<file path="src/rtl/nes_multi_pad.sv">
// Polls up to four NES controllers in parallel over a shared latch/clock pair
// and publishes their debounced button bytes and one-cycle press-edge flags.
module nes_multi_pad #(
  parameter int NUM_PADS   = 2,
  parameter int CLK_DIV    = 300,
  parameter int POLL_TICKS = 2778
) (
  input  logic                  clk,
  input  logic                  reset,
  input  logic [NUM_PADS-1:0]   nesData,
  input  logic [1:0]            padSel,
  output logic                  nesClock,
  output logic                  nesLatch,
  output logic [8*NUM_PADS-1:0] buttons,
  output logic [8*NUM_PADS-1:0] pressed,
  output logic                  frameDone,
  output logic [15:0]           assemblyButton
);

  localparam int DIV_W  = $clog2(CLK_DIV);
  localparam int POLL_W = $clog2(POLL_TICKS + 1);

  typedef enum logic [2:0] {S_IDLE, S_LATCH, S_LOW, S_HIGH, S_DONE} state_t;

  state_t                  r_state;
  logic [DIV_W-1:0]        r_div;
  logic [POLL_W-1:0]       r_idle;
  logic                    r_latch_cnt;
  logic [2:0]              r_k;
  logic [8*NUM_PADS-1:0]   r_shift;
  logic                    w_tick;
  logic [8*NUM_PADS-1:0]   w_shift_next;

  assign w_tick = (r_div == DIV_W'(CLK_DIV - 1));

  // Every pad's current bit lands in slot k of its own byte in the same edge.
  always_comb begin
    w_shift_next = r_shift;
    for (int i = 0; i < NUM_PADS; i++) begin
      w_shift_next[8*i + int'(r_k)] = ~nesData[i];
    end
  end

  always_ff @(posedge clk) begin
    if (reset) begin
      r_state     <= S_IDLE;
      r_div       <= '0;
      r_idle      <= '0;
      r_latch_cnt <= 1'b0;
      r_k         <= 3'd0;
      r_shift     <= '0;
      nesClock    <= 1'b0;
      nesLatch    <= 1'b0;
      buttons     <= '0;
      pressed     <= '0;
      frameDone   <= 1'b0;
    end else begin
      r_div     <= w_tick ? '0 : r_div + DIV_W'(1);
      pressed   <= '0;
      frameDone <= 1'b0;
      case (r_state)
        S_IDLE: begin
          if (w_tick) begin
            if (r_idle == POLL_W'(POLL_TICKS - 1)) begin
              r_idle      <= '0;
              r_latch_cnt <= 1'b0;
              nesLatch    <= 1'b1;
              r_state     <= S_LATCH;
            end else begin
              r_idle <= r_idle + POLL_W'(1);
            end
          end
        end
        S_LATCH: begin
          if (w_tick) begin
            if (r_latch_cnt) begin
              nesLatch <= 1'b0;
              r_k      <= 3'd0;
              r_state  <= S_LOW;
            end else begin
              r_latch_cnt <= 1'b1;
            end
          end
        end
        S_LOW: begin
          if (w_tick) begin
            r_shift <= w_shift_next;
            if (r_k == 3'd7) begin
              // Results are loaded on entry so they are visible throughout the DONE cycle.
              buttons   <= w_shift_next;
              pressed   <= w_shift_next & ~buttons;
              frameDone <= 1'b1;
              r_state   <= S_DONE;
            end else begin
              nesClock <= 1'b1;
              r_state  <= S_HIGH;
            end
          end
        end
        S_HIGH: begin
          if (w_tick) begin
            nesClock <= 1'b0;
            r_k      <= r_k + 3'd1;
            r_state  <= S_LOW;
          end
        end
        S_DONE: begin
          r_idle  <= '0;
          r_state <= S_IDLE;
        end
        default: r_state <= S_IDLE;
      endcase
    end
  end

  always_comb begin
    assemblyButton = 16'h0000;
    for (int i = 0; i < NUM_PADS; i++) begin
      if (padSel == 2'(i)) assemblyButton[7:0] = buttons[8*i +: 8];
    end
  end

endmodule

</file>
<file path="config.mk">
export PLATFORM = sky130hd
export DESIGN_NAME = nes_multi_pad
export DESIGN_NICKNAME = d
export VERILOG_FILES = /design/src/rtl/nes_multi_pad.sv
export SDC_FILE = /design/constraint.sdc
export NUM_CORES = 1
export LEC_CHECK = 0
export CORE_MARGIN = 2
export CORE_UTILIZATION = 54
export DETAILED_ROUTE_END_ITERATION = 8
export HOLD_SLACK_MARGIN = 0.03
export PLACE_DENSITY = 0.8
export SLEW_MARGIN = 20
export SYNTH_ARGS = -nofsm -noshare
export SYNTH_HDL_FRONTEND = slang
export SYNTH_SLANG_ARGS = --single-unit
</file>
<file path="constraint.sdc">
create_clock -name clk -period 2.25 [get_ports clk]
set_input_delay 0.5625 -clock clk [delete_from_list [all_inputs] [get_ports clk]]
set_output_delay 0.5625 -clock clk [all_outputs]
set_load 0.05 [all_outputs]
</file>
; ---- Word-level counts from Yosys, hierarchy flattened
; Index checks and enable logic that the tools add are counted.
; W data, S select, Z words.
[totals]
wordCells = 97
reg_bits = 79
output_inout_bits = 51
in_bits = 6
[classes]
eq_ne = 15
n_mux = 37
bitwise = 7
order_cmp = 4
addsub = 4
n_reduce_logical = 19
[ops]
columns = cell, n
row1 = $bwmux W16, 2
row2 = $mux W3, 10
row3 = $mux W12, 2
row4 = $pmux W12 S2, 1
row5 = $and A16 B16 Y16, 1
row6 = $mux W8, 2
row7 = $not A16 Y16, 1
row8 = $ne A2 B2 Y1 const B, 7
row9 = $mux W1, 13
row10 = $add A12 B1 Y12 const B, 1
row11 = $eq A12 B12 Y1 const B, 1
row12 = $pmux W3 S4, 1
row13 = $reduce_and A4 Y1, 3
row14 = $add A9 B1 Y9 const B, 1
row15 = $eq A9 B9 Y1 const B, 1
row16 = $reduce_bool A2 Y1, 4
row17 = $eq A3 B2 Y1 const B, 2
row18 = $eq A3 B3 Y1 const B, 2
row19 = $pmux W1 S2, 3
row20 = $pmux W3 S2, 1
row21 = $reduce_and A6 Y1, 1
row22 = $add A4 B3 Y5 const A, 1
row23 = $ge A5 B1 Y1 const B, 1
row24 = $lt A3 B5 Y1 const B, 1
row25 = other kinds (17), 23

; ---- Logic depth before layout (Yosys ltp)
[logic_depth]
word_depth = 7
ltp_mapped = 7

; ---- Worst setup path before layout
; OpenSTA, ideal clock, no wires.
[synth_path]
kind = input port to output port
from = input padSel[0]
to = output assemblyButton[0]
cell_stages = 3
path_buffers = 1
slack_ns = -0.034
arrival_ns = 1.721
cell_sequence = clkbuf_1 -> mux2i_1 -> nor2_1
[synth_via]
elab_chain_cells = 3
elab_cells_between_ends = 4
[synth_rtl]
columns = element, line
row1 = start: declaration, 11  ; input logic [1:0] padSel,
row2 = $logic_not A2 Y1, 119  ; if (padSel == 2'(i)) assemblyButton[7:0] = buttons[8*i +: 8];
row3 = $mux W8, 119
row4 = $mux W8 *, 119
row5 = end: declaration, 17  ; output logic [15:0] assemblyButton
; Every way passes the cells marked *; elsewhere a longest branch is shown, timed or not.

; ---- Worst setup path in the final report
[layout_path]
from = register buttons[5]
to = output buttons[5]
[layout_lines]
columns = element, line
row1 = start: declaration, 14  ; output logic [8*NUM_PADS-1:0] buttons,
row2 = start signal: assignment, 90  ; buttons <= w_shift_next;
; No word-level cell between the ends.

==> summary.md <==
| Metric | Value |
|---|---|
| Grt ovf | `0` |
| Crit path max-delay family | `buffers and inverters` |
| Yosys reg bits | `79` |
| Initial Utilization | `55.6%` |
| Worst-case reg-to-reg path depth | `4` |
| Slew HR | `60.0%` |
| Initial antenna violation count | `0` |
| Final Skew | `10.8 ps` |
| Worst Path Max Fanout | `4` |
| CTS max path bufs | `2` |
| WL final | `8.99 mm` |
| Primary FF master, synth | `dfxtp_1` |
| Synthesis Warnings | `0` |
| HPWL after DPL | `6.07 mm` |
| Critical Path Max Stage Delay | `840 ps` |
| Syn-to-layout area delta | `23.9%` |
| Wire length per cell | `15.1 µm` |
| Max-cap violations | `0` |
| Avg Synthesized Cell Area | `8.46 µm²` |
| Row count | `30` |
| HP Start | `r_shift[1]` |
| Worst hold-check path type | `flop to flop` |
| Most frequent cells in the layout | `dfxtp_1, nand2_1, a21oi_1` |
| CTS Root Cell | `clkbuf_8` |
| Chip width | `87.7 µm` |
| I/O pin total | `57` |
| Via Count | `3332` |
| Post-layout min period | `2190 ps` |
| Vias in the first global route | `3236` |
| Pin count of the biggest net entering global routing | `56` |
| Final Wtd Congestion | `0.866` |
| Crit path buffers/inverters | `1` |
| Fin cells | `595` |
| Status | `finished clean` |
| RSZ-0062 raised after global routing | `no` |
| Syn Inst Count | `447` |
| Final #Nets | `505` |
| Reg2reg start | `r_div[2]` |
| Hold Crit Depth | `2` |
| Max Slew Vio Count | `0` |
| First-pass GRT wire length | `15.2 mm` |
| Most common cell after layout, fill and taps aside | `dfxtp_1` |
| Post-CTS setup buffer count | `0` |
| Num Clock Sinks | `79` |
| Placed cell count | `579` |
| Critical path startpoint | `buttons[5]` |
| DRT Pass-1 Iters | `4` |
| Crit-path cells | `clkdlybuf4s50_1` |
| Sequential-to-total area share from yosys stat | `41.8%` |
| Synth cell types | `47` |
| Antenna Cells | `0` |
| F_max | `456 MHz` |
| Worst vdd ir | `0.000474 V` |
| Asr flop ratio synth | `0%` |
| Power density over the cells | `584 mW/mm²` |
| Overall Power | `2.74 mW` |
| Die Area | `0.00769 mm²` |
| CP max stage cell | `clkdlybuf4s50_1` |
| Critical path startpoint category | `flop` |
| Worst-path clk slew | `90 ps` |
| Leak Pwr | `1.61 nW` |
| # hold bufs at CTS | `0` |
| Core box area | `0.00679 mm²` |
| First-iteration detailed-routing DRC count | `208` |
| Worst-Margin Slew | `594 ps` |
| Hold Worst Slack | `457 ps` |
| # fillers | `540` |
| Final ANT Viol Nets | `0` |
| Final setup vio count | `0` |
| Ratio of cells with drive above 1 in the final layout | `13.8%` |
| Cell Area, Synth | `0.00378 mm²` |
| Final hold vios | `0` |
| Req. time, crit path | `1690 ps` |
| IO buf count | `48` |
| DR vias/cell | `5.60` |
| CTS tree | `built` |
| Post-synth EDFFs | `0` |
| Final period util | `97.5%` |
| Residual DRC | `0` |
| Worst setup path class | `flop to output pin` |
| Cell depth of the worst setup path | `1` |
| Cts bufs inserted | `9` |
| Crit path arrival time | `1630 ps` |
| Die H | `87.7 µm` |
| Worst-skew pair later-pin latency | `360 ps` |
| CP endpoint kind | `output pin` |
| GRT Total Usage | `24.6%` |
| # H-tree levels | `3` |
-- metal layers --
metal | track usage (%) | wire (µm) | up-vias
met3 | 5.00 | 354 | 18
met2 | 39.7 | 4510 | 83
met5 | 0 | 0 | -
met4 | 10.5 | 149 | 0
li1 | - | - | 1634
met1 | 32.0 | 3970 | 1597
-- layout make-up --
cell class              instances  area, µm²  share of cell area [%]
flip-flops and latches         79       1580                    33.8
multi-input cells             317       1980                    42.2
well taps                      96        120                    2.56
clock buffers                   9        124                    2.64
repair buffers                 64        693                    14.8
clock inverters                 7        103                    2.19
inverters                      23       86.3                    1.84
-- flip-flops by register name, summed over array words and instances, names as in the netlist --
register,flops
r_idle,12
buttons,16
frameDone,1
r_div,9
r_state,3
pressed,16
r_k,3
r_shift,16
nesClock,1
nesLatch,1
r_latch_cnt,1
-- worst min-delay path, stage by stage (launching register included) --
cell and delay, ps:
dfxtp_1 320, nand2_1 50, a21oi_1 50
-- path summary, 6_finish.rpt --
path                     end  slack, ps
hold / removal    r_shift[1]        460
setup reg to reg  r_idle[11]        100
hold reg to reg   r_shift[1]        460
setup / recovery  buttons[5]         60
-- Yosys cell counts, types with 7 or more instances --
cell type | n | area share (%)
dfxtp_1 | 79 | 42
nand2_1 | 73 | 7.2
a21oi_1 | 47 | 6.2
nor2_1 | 24 | 2.4
inv_1 | 23 | 2.3
clkbuf_1 | 21 | 2.1
mux2i_1 | 20 | 5.3
nor3b_1 | 14 | 2.8
o21ai_0 | 14 | 1.9
nand3_1 | 12 | 1.6
buf_4 | 9 | 1.8
nor3b_2 | 8 | 2.6
nand4_1 | 7 | 1.2
nor3_1 | 7 | 0.93
-- metrics by stage --
stage / setup TNS [ps] / utilization, % / area [µm²] / setup WS [ps]
3_3_place_gp: 0 / 65.3 / 4440 / 57.5
3_5_place_dp: -35.6 / 65.3 / 4440 / -18.3
2_1_floorplan: 0 / - / 3830 / 171
6_report: 0 / 68.9 / 4680 / 57.3
5_1_grt: 0 / 68.9 / 4680 / 0.790
4_1_cts: -37.7 / 68.6 / 4660 / -19.4
-- power breakdown --
group | internal (mW) | total, mW | switching, mW
registers | 1.41 | 1.42 | 0.0132
clock network | 0.636 | 1.21 | 0.573
logic | 0.0314 | 0.109 | 0.0772
total | 2.07 | 2.74 | 0.663
-- cell families (layout without fill, tap and decap cells) --
kind of cell	Yosys count	count (layout)	share of synthesized area [%]
flip-flops	79	79	41.8
multiplexers	20	20	5.30
XOR/XNOR	8	8	1.85
adder cells (fa/ha/maj)	5	5	1.66
AO/OA/AOI/OAI	91	91	14.2
other	1	8	0.0992
buffers and inverters	58	103	7.55
AND/OR/NAND/NOR	185	185	27.5
-- what timing repair did --
action                                  in CTS  in global routing
pin swaps                                    0                  0
gates resized for setup                      0                  5
endpoints found under the setup margin       2                  5
Power figures use the tool's default switching activity.
